<file path="config.mk">
export PLATFORM = sky130hd
export DESIGN_NAME = regfile_write_scheduler
export DESIGN_NICKNAME = d
export VERILOG_FILES = /design/src/rtl/regfile_write_scheduler_pkg.sv /design/src/rtl/regfile_write_scheduler_rr_arbiter2.sv /design/src/rtl/regfile_write_scheduler.sv
export SDC_FILE = /design/constraint.sdc
export NUM_CORES = 1
export LEC_CHECK = 0
export CAP_MARGIN = 20
export CORE_AREA = 2 2 73 144
export DETAILED_ROUTE_END_ITERATION = 10
export DIE_AREA = 0 0 75 146
export PLACE_DENSITY_LB_ADDON = 0.08
export SLEW_MARGIN = 20
export SYNTH_ARGS = -nofsm -noshare
export SYNTH_HDL_FRONTEND = slang
export SYNTH_SLANG_ARGS = --single-unit
</file>
<file path="constraint.sdc">
create_clock -name clk -period 3.1 [get_ports clk]
set_clock_uncertainty 0.2 [all_clocks]
set_input_delay 0.62 -clock clk [delete_from_list [all_inputs] [get_ports clk]]
set_output_delay 0.62 -clock clk [all_outputs]
set_load 0.005 [all_outputs]
</file>
<file path="src/rtl/regfile_write_scheduler_pkg.sv">
// regfile_write_scheduler_pkg: shared register-file geometry and writeback source encoding.
package regfile_write_scheduler_pkg;
    localparam int REGISTER_WIDTH = 5;
    localparam int X_LENGTH       = 32;
    localparam int REGISTER_COUNT = 32;
    typedef enum logic {WB_SRC_EXE = 1'b0, WB_SRC_MEM = 1'b1} wb_src_e;
endpackage

</file>
<file path="src/rtl/regfile_write_scheduler_rr_arbiter2.sv">
// rr_arbiter2: two-way writeback arbiter, round-robin or fixed memory priority.
module rr_arbiter2
    import regfile_write_scheduler_pkg::*;
#(
    parameter int RR_ENABLE = 1
) (
    input  logic clk,
    input  logic rst_n,
    input  logic exe_req_i,
    input  logic mem_req_i,
    output logic exe_gnt_o,
    output logic mem_gnt_o
);
    wb_src_e last_q, last_d;
    // Memory wins a conflict when fixed priority is selected or execute went last.
    always_comb begin
        mem_gnt_o = mem_req_i && (!exe_req_i || RR_ENABLE == 0 || last_q == WB_SRC_EXE);
        exe_gnt_o = exe_req_i && !mem_gnt_o;
        last_d    = mem_gnt_o ? WB_SRC_MEM : exe_gnt_o ? WB_SRC_EXE : last_q;
    end
    always_ff @(posedge clk or negedge rst_n) begin
        if (!rst_n) last_q <= WB_SRC_MEM;
        else        last_q <= last_d;
    end
endmodule

</file>
<file path="src/rtl/regfile_write_scheduler.sv">
// regfile_write_scheduler: arbitrates exe/mem writebacks onto one registered rd port
// and tracks pending destinations in a scoreboard for decode hazard stalls.
module regfile_write_scheduler
    import regfile_write_scheduler_pkg::*;
#(
    parameter int RR_ENABLE = 1
) (
    input  logic                      clk,
    input  logic                      rst_n,
    input  logic                      issue_valid,
    input  logic [REGISTER_WIDTH-1:0] issue_rd,
    output logic                      issue_ready,
    input  logic [REGISTER_WIDTH-1:0] rs1_index,
    input  logic [REGISTER_WIDTH-1:0] rs2_index,
    output logic                      rs1_busy,
    output logic                      rs2_busy,
    input  logic                      exe_valid,
    output logic                      exe_ready,
    input  logic [REGISTER_WIDTH-1:0] exe_index,
    input  logic [X_LENGTH-1:0]       exe_data,
    input  logic                      mem_valid,
    output logic                      mem_ready,
    input  logic [REGISTER_WIDTH-1:0] mem_index,
    input  logic [X_LENGTH-1:0]       mem_data,
    output logic                      rd_write_enable,
    output logic [REGISTER_WIDTH-1:0] rd_write_index,
    output logic [X_LENGTH-1:0]       rd_write_data,
    output logic [REGISTER_COUNT-1:0] busy_vector
);
    logic [REGISTER_COUNT-1:0] busy_q, busy_d, set_mask, clr_mask;
    logic                      we_q, we_d;
    logic [REGISTER_WIDTH-1:0] idx_q, idx_d;
    logic [X_LENGTH-1:0]       data_q, data_d;

    rr_arbiter2 #(.RR_ENABLE(RR_ENABLE)) u_arb (
        .clk       (clk),
        .rst_n     (rst_n),
        .exe_req_i (exe_valid),
        .mem_req_i (mem_valid),
        .exe_gnt_o (exe_ready),
        .mem_gnt_o (mem_ready)
    );

    assign issue_ready     = !busy_q[issue_rd];
    assign rs1_busy        = busy_q[rs1_index];
    assign rs2_busy        = busy_q[rs2_index];
    assign rd_write_enable = we_q;
    assign rd_write_index  = idx_q;
    assign rd_write_data   = data_q;
    assign busy_vector     = busy_q;

    // Set is applied after clear so a new producer keeps its register pending.
    always_comb begin
        set_mask = '0;
        clr_mask = '0;
        if (issue_valid && issue_ready) set_mask[issue_rd] = 1'b1;
        if (we_q) clr_mask[idx_q] = 1'b1;
        busy_d    = (busy_q & ~clr_mask) | set_mask;
        busy_d[0] = 1'b0;
        idx_d     = exe_ready ? exe_index : mem_index;
        data_d    = exe_ready ? exe_data : mem_data;
        we_d      = (exe_ready || mem_ready) && idx_d != '0;
    end

    always_ff @(posedge clk or negedge rst_n) begin
        if (!rst_n) begin
            busy_q <= '0;
            we_q   <= 1'b0;
            idx_q  <= '0;
            data_q <= '0;
        end else begin
            busy_q <= busy_d;
            we_q   <= we_d;
            if (we_d) begin
                idx_q  <= idx_d;
                data_q <= data_d;
            end
        end
    end
endmodule
</file>
==> metrics.md <==
| Metric | Value |
|---|---|
| Proportion of synthesized area in mux cells | 35.0% |
| NumNets Final | 645 |
| Share of layout cells above drive strength 1 | 36.0% |
| Synth Warn # | 0 |
| Largest family of logic cells by synthesized area | multiplexers |
| Most common cell after layout, fill and taps aside | clkdlybuf4s50_1 |
| Fin crit share | 98.3% |
| Pwr Total | 0.00454 W |
| Cell variety after synth | 38 |
| Leak Pwr | 2.71 nW |
| CTS tree | done |
| Initial antenna violation count | 0 |
| Critical Path RT | 2280 ps |
| Die Width | 75 µm |
| Max FO, Critical Path | 5 |
| Max cap viols | 0 |
| Chip height | 146 µm |
| Pwr dens | 677 nW/µm² |
| Synth Instances | 343 |
| Design Area, Final | 6710 µm² |
| Measured slew at the worst slew-check pin | 503 ps |
| Area Overhead vs Synth | 59.8% |
| HP Class | input port to async pin |
| DR vias/cell | 5.69 |
| Core region area | 9760 µm² |
| Seq cells post-synth | 70 |
| RSZ-0062 raised after global routing | false |
| Peak Freq | 328 MHz |
| Hpwl dp | 11000 µm |
| Adder-Cell Fraction of Synth Area | 0% |
| Crit path time final | 3050 ps |
| Core Rows | 51 |
| Routed via count | 3913 |
| Post-synthesis simple-gate area fraction | 8.17% |
| Final hold slack | 88.4 ps |
| Hold-fix buffers at CTS | 0 |
| Clock root buffer master | clkbuf_16 |
| Worst setup EP type | output pin |
| Most frequent cells in the layout | clkdlybuf4s50_1, mux2_2, dfrtp_1 |
| Slew Viols, Final | 0 |
| H-tree levels | 3 |
| All-layer global routing usage | 27.9% |
| Largest net degree at the start of global routing | 71 |
| Setup violators final | 0 |
| Vias in the first global route | 4362 |
| Port Buffers | 167 |
| Post-placement cell area | 6290 µm² |
| DR WL/cell | 21.1 µm |
| DRT Wirelength | 14500 µm |
| Rel. slew slack | 66.4% |
| Arrival @ worst endpoint | 2230 ps |
| Diodes inserted | 0 |
| Post-synthesis compound-gate area fraction | 11.6% |
| Post-route setup slack | 52.6 ps |
| Grt total ovfl | 0 |
| Routability congestion estimate | 0.975 |
| Syn Std Cell Area | 4200 µm² |
| Syn_nets | 437 |
| Count of clock tree sinks | 70 |
| CTS clock-pin slew for the worst setup and hold paths | 50 ps |
| Reg2Reg Depth | 6 |
| Worst-Skew Late Latency | 340 ps |
| Crit start category | input port |
| First-pass GRT wire length | 22500 µm |
| Worst r2r src | u_arb.last_q |
| Status | completed |
| Final hold violations | 0 |
| Worst IR Drop VDD | 0.358 mV |
| CTS max path bufs | 2 |
| Starting Density | 43.0% |
| I/O pin total | 169 |
| Post-route DRC | 0 |
| Overall die area | 11000 µm² |
| Category of the most critical setup path | input port to output pin |
| Antenna-violating nets left | 0 |
| Worst reg2reg endpoint | rd_write_data[12] |
| Syn Area/Cell | 12.2 µm² |
| R2R setup slack | 780 ps |
| Post-synthesis xor/xnor area fraction | 0% |
| Total CTS buffers | 9 |
| 1st-pass router iterations | 7 |
| Post-synthesis sequential area ratio | 41.8% |
| DRT iter0 DRCs | 295 |
| DP Worst Slack | -695 ps |
-- layer usage --
metal,up-vias,track usage [%],wire [µm]
met5,-,0,0
met4,0,16.8,783
met3,61,8.31,1010
met2,235,49.5,8130
met1,1900,26.5,4570
li1,1717,-,-
-- per-stage QoR --
stage	util (%)	TNS [ps]	instances
final	68.7	0	688
after global routing	68.7	0	688
after CTS	68.4	0	686
after detailed placement	64.5	-2060	665
after global placement	64.5	-1940	665
after floorplan	-	0	343
-- state kept, by name, indices dropped and copies added, names as in the netlist --
signal and flops:
rd_write_data 32, busy_vector 31, rd_write_index 5, rd_write_enable 1, u_arb.last_q 1
-- worst max-delay path, stage by stage --
cell	delay (ps)
buf_4	120
buf_12	120
mux4_2	490
mux4_2	470
mux2_4	280
buf_6	110
-- cells in the mapped netlist --
| cell type | n | area share (%) |
|---|---|---|
| mux4_1 | 3 | 1.9 |
| dfrtp_1 | 69 | 41 |
| a22o_1 | 2 | 0.42 |
| o21ai_0 | 39 | 4.6 |
| or3b_2 | 1 | 0.21 |
| o2bb2ai_1 | 1 | 0.21 |
| o21ai_2 | 19 | 4.0 |
| clkbuf_1 | 3 | 0.27 |
| nand3b_1 | 5 | 0.89 |
| a222oi_1 | 1 | 0.24 |
| buf_6 | 4 | 1.1 |
| nor3_1 | 1 | 0.12 |
| nand3_2 | 1 | 0.24 |
| mux4_2 | 20 | 11 |
| nand2_1 | 35 | 3.1 |
| dfstp_2 | 1 | 0.63 |
| a22oi_4 | 1 | 0.51 |
| nor3b_1 | 5 | 0.89 |
| or3_1 | 2 | 0.30 |
| buf_4 | 1 | 0.18 |
| dlygate4sd2_1 | 1 | 0.21 |
| mux2_2 | 80 | 21 |
| a221oi_2 | 1 | 0.36 |
| and3b_2 | 2 | 0.48 |
| nor2_1 | 4 | 0.36 |
| a21o_2 | 1 | 0.21 |
| a21boi_0 | 1 | 0.18 |
| inv_1 | 6 | 0.54 |
| conb_1 | 1 | 0.089 |
| buf_1 | 2 | 0.18 |
| and3_1 | 1 | 0.15 |
| nand2b_1 | 1 | 0.15 |
| mux2i_1 | 4 | 0.95 |
| nand3_1 | 8 | 0.95 |
| nor4_1 | 2 | 0.30 |
| a32o_1 | 1 | 0.24 |
| a21oi_1 | 5 | 0.60 |
| buf_2 | 8 | 0.95 |
-- report_power, final --
part           leakage (nW)  switching, W  internal (W)
sequential            0.822      0.000466       0.00119
clock                 0.144      0.000388      0.000664
combinational          1.75      0.000646       0.00119
-- final cells by class --
type	count	area, µm²
flip-flops and latches	70	1750
clock buffers	11	253
well taps	132	165
fillers	757	3060
repair buffers	216	2130
inverters	6	22.5
multi-input cells	248	2330
clock inverters	5	57.6
-- worst max path at each step --
stage	start	to	slack (ps)
detailed placement	rs2_index[0]	rs2_busy	-700
finish	rs2_index[0]	rs2_busy	50
CTS	issue_rd[3]	issue_ready	30
global placement	rs2_index[0]	rs2_busy	-660
floorplan	rs1_index[0]	rs1_busy	190
global route	rs2_index[0]	rs2_busy	20
-- logic make-up (layout without fill, tap and decap cells) --
group,after synthesis,count (layout)
buffers and inverters,25,238
and+or+nand+nor,68,68
AOI/OAI and AO/OA,72,72
other,1,1
DFF,70,70
muxes,107,107
-- what timing repair did --
action                                 CTS  global route
endpoints found under the hold margin    0             0
setup buffers                            0             2
pin swaps                                4             2
setup endpoints to repair                3             2
cloned                                   5             0
resized for setup                       37             7
No activity file was read; power rests on OpenSTA's default activity.
